$ cat config.mk
export PLATFORM = sky130hd
export DESIGN_NAME = libhdl_fifo_wr_arb
export DESIGN_NICKNAME = d
export VERILOG_FILES = /design/src/rtl/libhdl_fifo_wr_arb.sv
export SDC_FILE = /design/constraint.sdc
export NUM_CORES = 1
export LEC_CHECK = 0
export BUFFER_PORTS_ARGS = -buffer_cell sky130_fd_sc_hd__buf_4
export CORE_UTILIZATION = 39
export DETAILED_ROUTE_END_ITERATION = 12
export GPL_ROUTABILITY_DRIVEN = 0
export GPL_TIMING_DRIVEN = 0
export PLACE_DENSITY = 0.87
export SYNTH_ARGS = -nofsm -noshare
export SYNTH_HDL_FRONTEND = slang
export SYNTH_SLANG_ARGS = --single-unit
$ cat constraint.sdc
create_clock -name i_clk -period 3.6 [get_ports i_clk]
set_input_delay 0.18 -clock i_clk [delete_from_list [all_inputs] [get_ports i_clk]]
set_output_delay 0.18 -clock i_clk [all_outputs]
set_load 0.05 [all_outputs]
$ cat src/rtl/libhdl_fifo_wr_arb.sv
// Burst-locked round-robin arbiter that shares one FIFO write port
// among N_REQ valid/ready requesters.
module libhdl_fifo_wr_arb #(
    parameter int N_REQ     = 4,
    parameter int DATA_LEN  = 32,
    parameter int MAX_BURST = 16,
    localparam int IDX_LEN  = $clog2(N_REQ)
) (
    input  logic                      i_clk,
    input  logic                      i_rst,
    input  logic [N_REQ-1:0]          i_vld,
    input  logic [N_REQ*DATA_LEN-1:0] i_dat,
    input  logic [N_REQ-1:0]          i_last,
    output logic [N_REQ-1:0]          o_rdy,
    output logic                      o_wvld,
    output logic [DATA_LEN-1:0]       o_wdat,
    input  logic                      i_wrdy,
    output logic                      o_gnt_vld,
    output logic [IDX_LEN-1:0]        o_gnt_idx
);

    localparam int CNT_LEN = (MAX_BURST == 0) ? 1 : $clog2(MAX_BURST + 1);
    localparam logic [CNT_LEN-1:0] CNT_LAST =
        CNT_LEN'((MAX_BURST == 0) ? 0 : MAX_BURST - 1);

    typedef enum logic {
        IDLE = 1'b0,
        LOCK = 1'b1
    } state_t;

    state_t               state;
    logic [IDX_LEN-1:0]   gnt_idx;
    logic [IDX_LEN-1:0]   rr_ptr;
    logic [CNT_LEN-1:0]   beat_cnt;
    logic [IDX_LEN-1:0]   pick;
    logic                 lock;
    logic                 sel_vld;
    logic                 sel_last;
    logic                 hs;
    logic                 cnt_full;
    logic                 burst_end;

    // Search rr_ptr+1 .. rr_ptr+N_REQ; scanning backwards lets the
    // nearest candidate overwrite farther ones.
    function automatic logic [IDX_LEN-1:0] rr_pick(
        input logic [N_REQ-1:0]   vld,
        input logic [IDX_LEN-1:0] ptr
    );
        logic [IDX_LEN-1:0] sel;
        int                 c;
        sel = '0;
        for (int i = N_REQ; i >= 1; i--) begin
            c = (int'(ptr) + i) % N_REQ;
            if (vld[IDX_LEN'(c)]) begin
                sel = IDX_LEN'(c);
            end
        end
        return sel;
    endfunction

    assign pick      = rr_pick(i_vld, rr_ptr);
    assign lock      = (state == LOCK);
    assign sel_vld   = i_vld[gnt_idx];
    assign sel_last  = i_last[gnt_idx];
    assign hs        = lock & sel_vld & i_wrdy;
    assign cnt_full  = (MAX_BURST != 0) && (beat_cnt == CNT_LAST);
    assign burst_end = hs & (sel_last | cnt_full);

    assign o_gnt_vld = lock;
    assign o_gnt_idx = gnt_idx;
    assign o_wvld    = lock & sel_vld;

    always_comb begin
        o_wdat = '0;
        if (o_wvld) begin
            o_wdat = i_dat[int'(gnt_idx) * DATA_LEN +: DATA_LEN];
        end
    end

    always_comb begin
        o_rdy = '0;
        if (lock) begin
            o_rdy[gnt_idx] = i_wrdy;
        end
    end

    always_ff @(posedge i_clk) begin
        if (i_rst) begin
            state    <= IDLE;
            gnt_idx  <= '0;
            beat_cnt <= '0;
            rr_ptr   <= IDX_LEN'(N_REQ - 1);
        end else begin
            unique case (state)
                IDLE: begin
                    if (|i_vld) begin
                        gnt_idx  <= pick;
                        rr_ptr   <= pick;
                        beat_cnt <= '0;
                        state    <= LOCK;
                    end
                end
                LOCK: begin
                    if (burst_end) begin
                        beat_cnt <= '0;
                        state    <= IDLE;
                    end else if (hs && (MAX_BURST != 0)) begin
                        beat_cnt <= beat_cnt + 1'b1;
                    end
                end
                default: state <= IDLE;
            endcase
        end
    end

endmodule

Word level (Yosys, flattened, before mapping) --
Cells that the tools add are included.
Word-level totals: flip-flop bits (word level) 10, word-level logic and storage cells 60
Operators by class: add/subtract/negate cells 5, $lt $le $gt $ge 6, equal/unequal tests 3, shift operators 1, multiplexer cells 31, bitwise logic cells 6, reductions and logical operators 4
Operators with widths (number):
- $shiftx 128x8->32 | 1
- $mux 32 | 1
- $lt 2x4->1 const B | 4
- $mux 5 | 3
- $mux 1 | 13
- $bmux 1 s2 | 6
- $pmux 5 s2 | 1
- $mux 2 | 4
- $add 5x1->5 const B | 1
- $eq 5x4->1 const B | 1
- $add 2x1->2 const B | 2
- $add 2x2->2 const B | 2
- $and 4x4->4 | 1
- $mux 4 | 1
- $reduce_and 2->1 | 2
- $reduce_or 4->1 | 1
- $and 1x1->1 | 3
- $lt 2x3->1 const B | 1
- $ne 3x1->1 const B | 1
- $demux 1 s2 | 1
- $ge 2x1->1 const B | 1
- $ne 2x2->1 const B | 1
- $pmux 1 s2 | 1
- $logic_and 1x1->1 | 1
- 2 further kinds | 2

Depth between registers and ports, before layout --
Gate-level depths: netlist of run 1.
depth after elaboration 8, gate-level depth with buffers 7

Worst setup path before layout of run 1 --
No wires, ideal clock.
path kind register to output, from register gnt_idx[0], in the netlist o_gnt_idx[0], to output o_wdat[12], arrival time 2.086 ns, slack 1.334 ns, cell stages (with the launch flop) 7, cell sequence dfxtp_1 buf_6 mux2i_1 nand2_1 o211ai_4 clkbuf_4 nor2b_1
On the way: longest elaborated chain between the ends 4
RTL lines:
- start: declaration | line 32 | logic [IDX_LEN-1:0] gnt_idx;
- start signal: assignment | line 97 | gnt_idx <= pick;
- parallel branches: the longest is 3 deep, another holds $shiftx 128x8->32
- $mux 32 (*) | line 75 | if (o_wvld) begin
- end: declaration | line 16 | output logic [DATA_LEN-1:0] o_wdat,
Mark *: on every way between the ends. The select of a mux whose other input is x is not followed.

Worst setup path in the final report of run 1 --
from register gnt_idx[0], in the netlist o_gnt_idx[0], to output o_wdat[6]
Same word-level chain as after synthesis.

==> metrics, run 1 <==
number of synthesized flops with an enable pin 0; PD cells 268 nW/um^2; yosys synthesis warning count 0; crit start category flip-flop; drt drc 0; max cap viols 0; initial core utilization 40.5%; final hold slack 167 ps; Netlist cell types 40; clk slew on worst S/H paths 50 ps; die width 69.2 um; share of cells above drive strength 1 67.6%; hold_buf cts 0; Synth Register Bits 10; vias 2120; post-placement cell count 391; DR WL/cell 17.6 um; leakage 1.50 nW; Fillers 323; switching share of power 39.6%; RSZ-0062 raised after global routing false; clk buf depth 2; outcome finished clean; Die Ht 69.2 um; Fin. Hold Viols 0; Sw Pwr 0.343 mW; Final Cycle Share 59.6%; ANT cells 0; Synth Flop Type dfxtp_1; global-route wire length before repair 10800 um; Worst Clk Skew 5.83 ps; vias per cell 5.37; slew of the pin with the lowest slew margin 379 ps; Seq/Total Area, Yosys 11.4%; placed cell area 3160 sq um; peak supply drop 0.285 mV; CP arrival 1970 ps; required time of the critical path 3420 ps; Int Power 0.522 mW; Post-CTS Setup Repair Bufs 0; global-route usage over all layers 28.7%; Tmin final 2150 ps; Finished Layout Cells 395; clk_lat worst skew 230 ps; Synth Instances 161; crit path max fanout 10; drt first pass iters 4; global route overflow 0; CORE AREA 4350 sq um; Hold/Removal Path Class input port to flip-flop; Final HPWL DP 5980 um; # rows 24; register-to-register setup slack 1790 ps; post-cts gate resize count 0; port bufs 178; total CTS buffers 3; Final nets 485; die area 4790 sq um; fmax 466 MHz; Total Neg Setup Slack 0 ps; FFs w/ async S/R, synth 0%; Post-Syn Area 1760 sq um; syn nets 302; Iter 0 DRT Violations 97; htree depth 1; final WL 6930 um; root buf cell clkbuf_8; largest net degree at the start of global routing 11; # IOs 179; setup violators final 0; commonest non-fill, non-tap cell in the layout buf_4; clock sinks 10; initial antenna violation count 0; Flop pwr share 14.7%; syn avg cell area 10.9 sq um; Comb pwr share 69.4%; Worst Setup End Kind output pin; P&R area growth vs syn 82.6%; Max Slew Vio Count 0; vias in the first global route 2058; Non-Filler Cell Area, Final 3220 sq um; Slew HR 74.0%; CTS tree built; critical path class flip-flop to output pin; most frequent cells in the layout buf_4 (178), nor2b_1 (33), mux4_2 (29), inv_1 (10), dfxtp_1 (10); number of routed nets with antenna violations 0; clock network power share 15.9%
-- state kept, by name, indices dropped and copies added (netlist names) --
register,cells
o_gnt_vld,1
o_gnt_idx,2
beat_cnt,5
rr_ptr,2
-- through the flow --
stage	utilization, %	power (mW)	setup WS (ps)
global route	73.9	0.908	1310
CTS	73.9	0.869	1440
finish	73.9	0.864	1450
floorplan	-	0.515	1330
global placement	72.7	0.720	1720
detailed placement	72.7	0.729	1700
-- final cells by class --
type	instances	area (sq um)	share of cell area, %
Buffer	14	129	4.00
Clock buffer	4	55.1	1.71
Inverter	10	37.5	1.17
Multi-Input combinational cell	127	1400	43.4
Sequential cell	10	200	6.22
Tap cell	52	65.1	2.02
Timing Repair Buffer	178	1340	41.5
-- routing by layer --
metal  track usage [%]  vias to the layer above  routed length, um
li1                  -                      995                  -
met1              35.8                     1005               2580
met2              49.7                      102               3660
met3              5.52                       18                499
met4              9.07                        0                191
met5                 0                        -                  0
-- synth_stat cells (all sizes together) (2+ instances only) --
cell | instances | area share (%)
buf | 11 | 6.4
nand2 | 7 | 1.5
mux2i | 3 | 1.7
ha | 2 | 1.4
o2111ai | 2 | 0.99
mux4 | 33 | 43
clkbuf | 3 | 0.92
inv | 10 | 2.1
nor2b | 34 | 12
dfxtp | 10 | 11
a2bb2oi | 2 | 1.3
nand3 | 9 | 3.5
o21ai | 6 | 1.7
and2 | 3 | 1.1
nor2 | 5 | 1.1
a21oi | 6 | 1.7
-- worst paths after layout --
check,startpoint,to,depth (start not counted)
setup reg to reg,beat_cnt[0],beat_cnt[2],7
hold reg to reg,beat_cnt[4],beat_cnt[4],2
hold / removal,i_rst,o_gnt_idx[0],2
setup / recovery,o_gnt_idx[0],o_wdat[6],7
-- power by group through the flow --
stage	Clock (mW)	Combinational [mW]	Sequential, mW
floorplan	0	0.375	0.140
global placement	0	0.591	0.128
finish	0.137	0.600	0.127
detailed placement	0	0.600	0.129
CTS	0.141	0.601	0.127
global route	0.148	0.631	0.129
-- logic make-up after synthesis --
logic type      synth area share [%]
compound gates                  10.4
fa+ha+maj                       1.42
buf+inv                         9.44
flops                           11.4
mux                             45.4
simple gates                    22.0
-- worst max-delay path, stage by stage (launching register included) --
cell and delay (ps):
dfxtp_1 350, buf_6 130, mux2i_1 370, nand2_1 160, o211ai_4 140, clkbuf_2 280, nor2b_1 100, buf_4 200
(Power assumes the default switching activity.)
==> run 2, diff against run 1 <==
CORE_UTILIZATION = 36   (was 39)
PLACE_DENSITY = 0.81   (was 0.87)
clock period = 2.2 ns   (was 3.6 ns; I/O delays follow)
==> run 2 against run 1 <==
  * Clock power is 36% higher
  * Register-to-register slack worse by 1300 ps
  * First-iteration DRC count decreased by 20%
  * Worst setup slack got worse by 1300 ps
  * Count of clock-buffer cells in the layout fell by 1
  * Combinational power up 65%
  * Cell count up 3.5%
  * Largest power group unchanged
  * Critical endpoint is now o_wdat[4]
  * Design area grew 0.16%
==> metrics, run 2 (synthesis results as in run 1) <==
hold depth 2 (unchanged); worst r2r dst beat_cnt[2] (unchanged); most frequent cells in the layout buf_4 (178), nor2b_1 (33), mux4_2 (29), inv_1 (10), dfxtp_1 (10) (unchanged); Max Slew Vio Count 0 (unchanged); vias in the first global route 2104 (was 2058); Worst Setup End Kind output pin (unchanged); Iter 0 DRT Violations 78 (was 97); post-placement cell count 406 (was 391); port bufs 178 (unchanged); DR WL/cell 17.5 um (was 17.6 um); peak supply drop 0.502 mV (was 0.285 mV); number of routed nets with antenna violations 0 (unchanged); register-to-register setup slack 480 ps (was 1790 ps); Non-Filler Cell Area, Final 3220 sq um (about the same); post-cts gate resize count 0 (unchanged); Final HPWL DP 6190 um (was 5980 um); Tmin final 2070 ps; vias 2140 (was 2120); depth of the most critical reg-to-reg path 7 (unchanged); Worst Clk Skew 0.255 ps (was 5.83 ps); final WL 7160 um (was 6930 um); die area 5180 sq um (was 4790 sq um); clk buf depth 2 (unchanged); worst min-delay path startpoint i_rst (unchanged); hold_buf cts 0 (unchanged); share of cells above drive strength 1 67.5% (was 67.6%); Slew HR 75.1% (was 74.0%); clock sinks 10 (unchanged); # IOs 179 (unchanged); ANT cells 0 (unchanged); Largest register FFs 5 (unchanged); Total Neg Setup Slack 0 ps (unchanged); crit path max fanout 10 (unchanged); Final Cycle Share 94.1%; Finished Layout Cells 409 (was 395); Final nets 485 (unchanged); setup violators final 0 (unchanged); commonest non-fill, non-tap cell in the layout buf_4 (unchanged); total CTS buffers 3 (unchanged); Hold EP o_gnt_vld (was o_gnt_idx[0]); RSZ-0062 raised after global routing false (unchanged); leakage 1.49 nW (was 1.50 nW); Die Ht 72.0 um (was 69.2 um); initial antenna violation count 0 (unchanged); die width 72.0 um (was 69.2 um); global route overflow 0 (unchanged); Hold/Removal Path Class input port to flip-flop (unchanged); R2R Path Start beat_cnt[0] (unchanged); slew of the pin with the lowest slew margin 364 ps (was 379 ps); CP arrival 1960 ps (was 1970 ps); global-route wire length before repair 10500 um (was 10800 um); global-route usage over all layers 26.4% (was 28.7%); CTS tree built (unchanged); fmax 483 MHz; Reg with most FFs beat_cnt (unchanged); outcome finished clean (unchanged); drt first pass iters 4 (unchanged); largest net degree at the start of global routing 11 (unchanged); crit start category flip-flop (unchanged); placed cell area 3180 sq um (was 3160 sq um); vias per cell 5.23 (was 5.37); clk_lat worst skew 230 ps (about the same); root buf cell clkbuf_8 (unchanged); PD cells 428 nW/um^2 (was 268 nW/um^2); critical path class flip-flop to output pin (unchanged); initial core utilization 37.3% (was 40.5%); Post-CTS Setup Repair Bufs 0 (unchanged); htree depth 1 (unchanged); drt drc 0 (unchanged); clk slew on worst S/H paths 40 ps (was 50 ps); # rows 25 (was 24); Fin. Hold Viols 0 (unchanged); required time of the critical path 2090 ps (was 3420 ps); Util after Layout 68.3% (was 73.9%); P&R area growth vs syn 82.9% (was 82.6%); max cap viols 0 (unchanged); CORE AREA 4720 sq um (was 4350 sq um)
## run 2: power breakdown
| group | total, mW | internal, mW | leakage (nW) | switching, mW |
|---|---|---|---|---|
| clock network | 0.186 | 0.119 | 0.0216 | 0.0663 |
| registers | 0.207 | 0.194 | 0.0819 | 0.0137 |
| logic | 0.987 | 0.503 | 1.39 | 0.484 |
| total | 1.38 | 0.816 | 1.49 | 0.564 |
## run 2: layout make-up
| class | count | area (sq um) |
|---|---|---|
| fill | 381 | 1500 |
| multi-input combinational | 127 | 1400 |
| timing repair buffer | 178 | 1340 |
| sequential | 10 | 200 |
| buffer | 14 | 129 |
| tap | 67 | 83.8 |
| clock buffer | 3 | 41.3 |
| inverter | 10 | 37.5 |
## run 2: through the flow
| step | power, mW | hold slack (ps) | worst slack [ps] |
|---|---|---|---|
| 2_1_floorplan | 0.843 | 179 | 4.07 |
| 3_3_place_gp | 1.18 | 334 | 384 |
| 3_5_place_dp | 1.20 | 341 | 374 |
| 4_1_cts | 1.39 | 93.8 | 111 |
| 5_1_grt | 1.45 | 105 | 15.9 |
| 6_report | 1.38 | 97.7 | 130 |
## run 2: how the worst max path moves through the flow
stage / startpoint / to / slack (ps) / depth (start not counted)
6_report: o_gnt_idx[0] / o_wdat[4] / 130 / 7
5_1_grt: o_gnt_idx[0] / o_wdat[4] / 20 / 7
4_1_cts: o_gnt_idx[0] / o_wdat[4] / 110 / 7
3_5_place_dp: o_gnt_idx[0] / o_wdat[4] / 370 / 7
3_3_place_gp: o_gnt_idx[0] / o_wdat[4] / 380 / 7
2_1_floorplan: o_gnt_idx[0] / o_wdat[12] / 4 / 6
## run 2: metal layers
| metal | vias up | wire length (um) | global-route usage [%] |
|---|---|---|---|
| met5 | - | 0 | 0 |
| met4 | 0 | 222 | 10.5 |
| met3 | 22 | 578 | 6.67 |
| met2 | 123 | 3840 | 48.7 |
| met1 | 1005 | 2530 | 29.0 |
| li1 | 990 | - | - |
## run 2: critical path, cell delays in order (launching register included)
cell and delay [ps]:
dfxtp_1 340, buf_6 120, mux2i_1 360, nand2_1 170, o211ai_4 150, clkbuf_2 280, nor2b_1 100, buf_4 200
==> run 3, diff against run 2 <==
CORE_ASPECT_RATIO = 1.25   (was not set)
==> run 3 against run 2 <==
  * Total power barely moved
  * Clock power barely moved
  * Die area is essentially flat
  * Sequential power about the same
  * Worst setup slack improved by 30 ps
  * Via count down 1.1%
==> metrics, run 3 (synthesis results as in run 1) <==
Finished Layout Cells 402 (was 409); global-route wire length before repair 10100 um (was 10500 um); initial core utilization 37.3% (about the same); Tmin final 2040 ps (was 2070 ps); # rows 28 (was 25); Largest register FFs 5 (unchanged); number of routed nets with antenna violations 0 (unchanged); RSZ-0062 raised after global routing false (unchanged); root buf cell clkbuf_8 (unchanged); Pwr Total 1.38 mW (about the same); CP arrival 1930 ps (was 1960 ps); vias in the first global route 2053 (was 2104); Iter 0 DRT Violations 111 (was 78); peak supply drop 0.450 mV (was 0.502 mV); drt drc 0 (unchanged); depth of the most critical reg-to-reg path 7 (unchanged); crit path max fanout 10 (unchanged); PD cells 429 nW/um^2 (was 428 nW/um^2); critical path class flip-flop to output pin (unchanged); required time of the critical path 2090 ps (about the same); CP Cell Sequence buf_6 -> mux2i_1 -> nand2_1 -> o211ai_4 -> clkbuf_2 -> nor2b_1 -> buf_4 (unchanged); CTS tree built (unchanged); post-cts gate resize count 0 (unchanged); total CTS buffers 3 (unchanged); fmax 490 MHz (was 483 MHz); Final nets 485 (unchanged); drt first pass iters 5 (was 4); Reg with most FFs beat_cnt (unchanged); die area 5180 sq um (about the same); initial antenna violation count 0 (unchanged); Total Neg Setup Slack 0 ps (unchanged); final setup margin 160 ps (was 130 ps); Worst Setup End Kind output pin (unchanged); CP max-delay cell mux2i_1 (unchanged); final WL 7020 um (was 7160 um); Hold/Removal Path Class input port to flip-flop (unchanged); vias 2117 (was 2140); Final Cycle Share 92.7% (was 94.1%); outcome finished clean (unchanged); clk_lat worst skew 230 ps (about the same); Setup WS pre-CTS 413 ps (was 374 ps); # IOs 179 (unchanged); slew of the pin with the lowest slew margin 362 ps (was 364 ps); Fillers 396 (was 381); Crit path buffers/inverters 3 (unchanged); DR WL/cell 17.5 um (about the same); htree depth 1 (unchanged); clk slew on worst S/H paths 40 ps (about the same); vias per cell 5.27 (was 5.23); P&R area growth vs syn 82.4% (was 82.9%); global route overflow 0 (unchanged); Max Slew Vio Count 0 (unchanged); crit start category flip-flop (unchanged); CORE AREA 4730 sq um (was 4720 sq um); global-route usage over all layers 25.3% (was 26.4%); post-placement cell count 399 (was 406); most frequent cells in the layout buf_4 (178), nor2b_1 (33), mux4_2 (29), inv_1 (10), dfxtp_1 (10) (unchanged); clk buf depth 2 (unchanged); share of cells above drive strength 1 67.5% (unchanged); max cap viols 0 (unchanged); crit-path max cell delay 360 ps (about the same); Final HPWL DP 6020 um (was 6190 um); ANT cells 0 (unchanged); clock sinks 10 (unchanged); die width 64.6 um (was 72.0 um); Post-CTS Setup Repair Bufs 0 (unchanged); hold depth 2 (unchanged); hold_buf cts 0 (unchanged); Worst Clk Skew 2.32 ps (was 0.255 ps); port bufs 178 (unchanged); setup violators final 0 (unchanged); commonest non-fill, non-tap cell in the layout buf_4 (unchanged); largest net degree at the start of global routing 11 (unchanged); Worst path depth 7 (unchanged); crit-path leading delay family buffers and inverters (unchanged); Fin. Hold Viols 0 (unchanged); Die Ht 80.2 um (was 72.0 um); leakage 1.49 nW (unchanged); Slew HR 75.2% (was 75.1%)
run 3: cell counts in the layout (fill, tap and decap cells not counted):
No cell type changed its count.
run 3: per-layer routing:
| metal | routed length (um) | global-route usage, % | vias to the layer above |
|---|---|---|---|
| met5 | 0 | 0 | - |
| met4 | 251 | 11.1 | 0 |
| met3 | 712 | 9.38 | 24 |
| met2 | 3550 | 43.1 | 97 |
| met1 | 2510 | 28.0 | 1007 |
| li1 | - | - | 989 |
run 3: area by class of cell:
type	instances	area, sq um	area share, %
sequential	10	200	6.23
buffer	14	129	4.01
timing repair buffer	178	1340	41.6
multi-input combinational	127	1400	43.4
tap	60	75.1	2.33
inverter	10	37.5	1.17
clock buffer	3	41.3	1.28
run 3: final timing paths:
path	endpoint	startpoint	slack [ps]
min reg2reg	beat_cnt[4]	beat_cnt[4]	480
max reg2reg	beat_cnt[2]	beat_cnt[0]	520
max	o_wdat[3]	o_gnt_idx[0]	160
min	o_gnt_idx[0]	i_rst	90
run 3: where the power goes:
| part | total (mW) | internal, mW | switching (mW) | leakage [nW] |
|---|---|---|---|---|
| clock | 0.185 | 0.119 | 0.0655 | 0.0216 |
| sequential | 0.208 | 0.194 | 0.0143 | 0.0819 |
| combinational | 0.986 | 0.503 | 0.483 | 1.39 |
run 3: metrics by stage:
stage | hold slack (ps) | area, sq um | utilization [%]
floorplan | 179 | 1760 | -
CTS | 86.1 | 3220 | 68.0
global route | 95.5 | 3220 | 68.0
detailed placement | 329 | 3170 | 67.1
finish | 91.3 | 3220 | 68.0
global placement | 328 | 3170 | 67.1
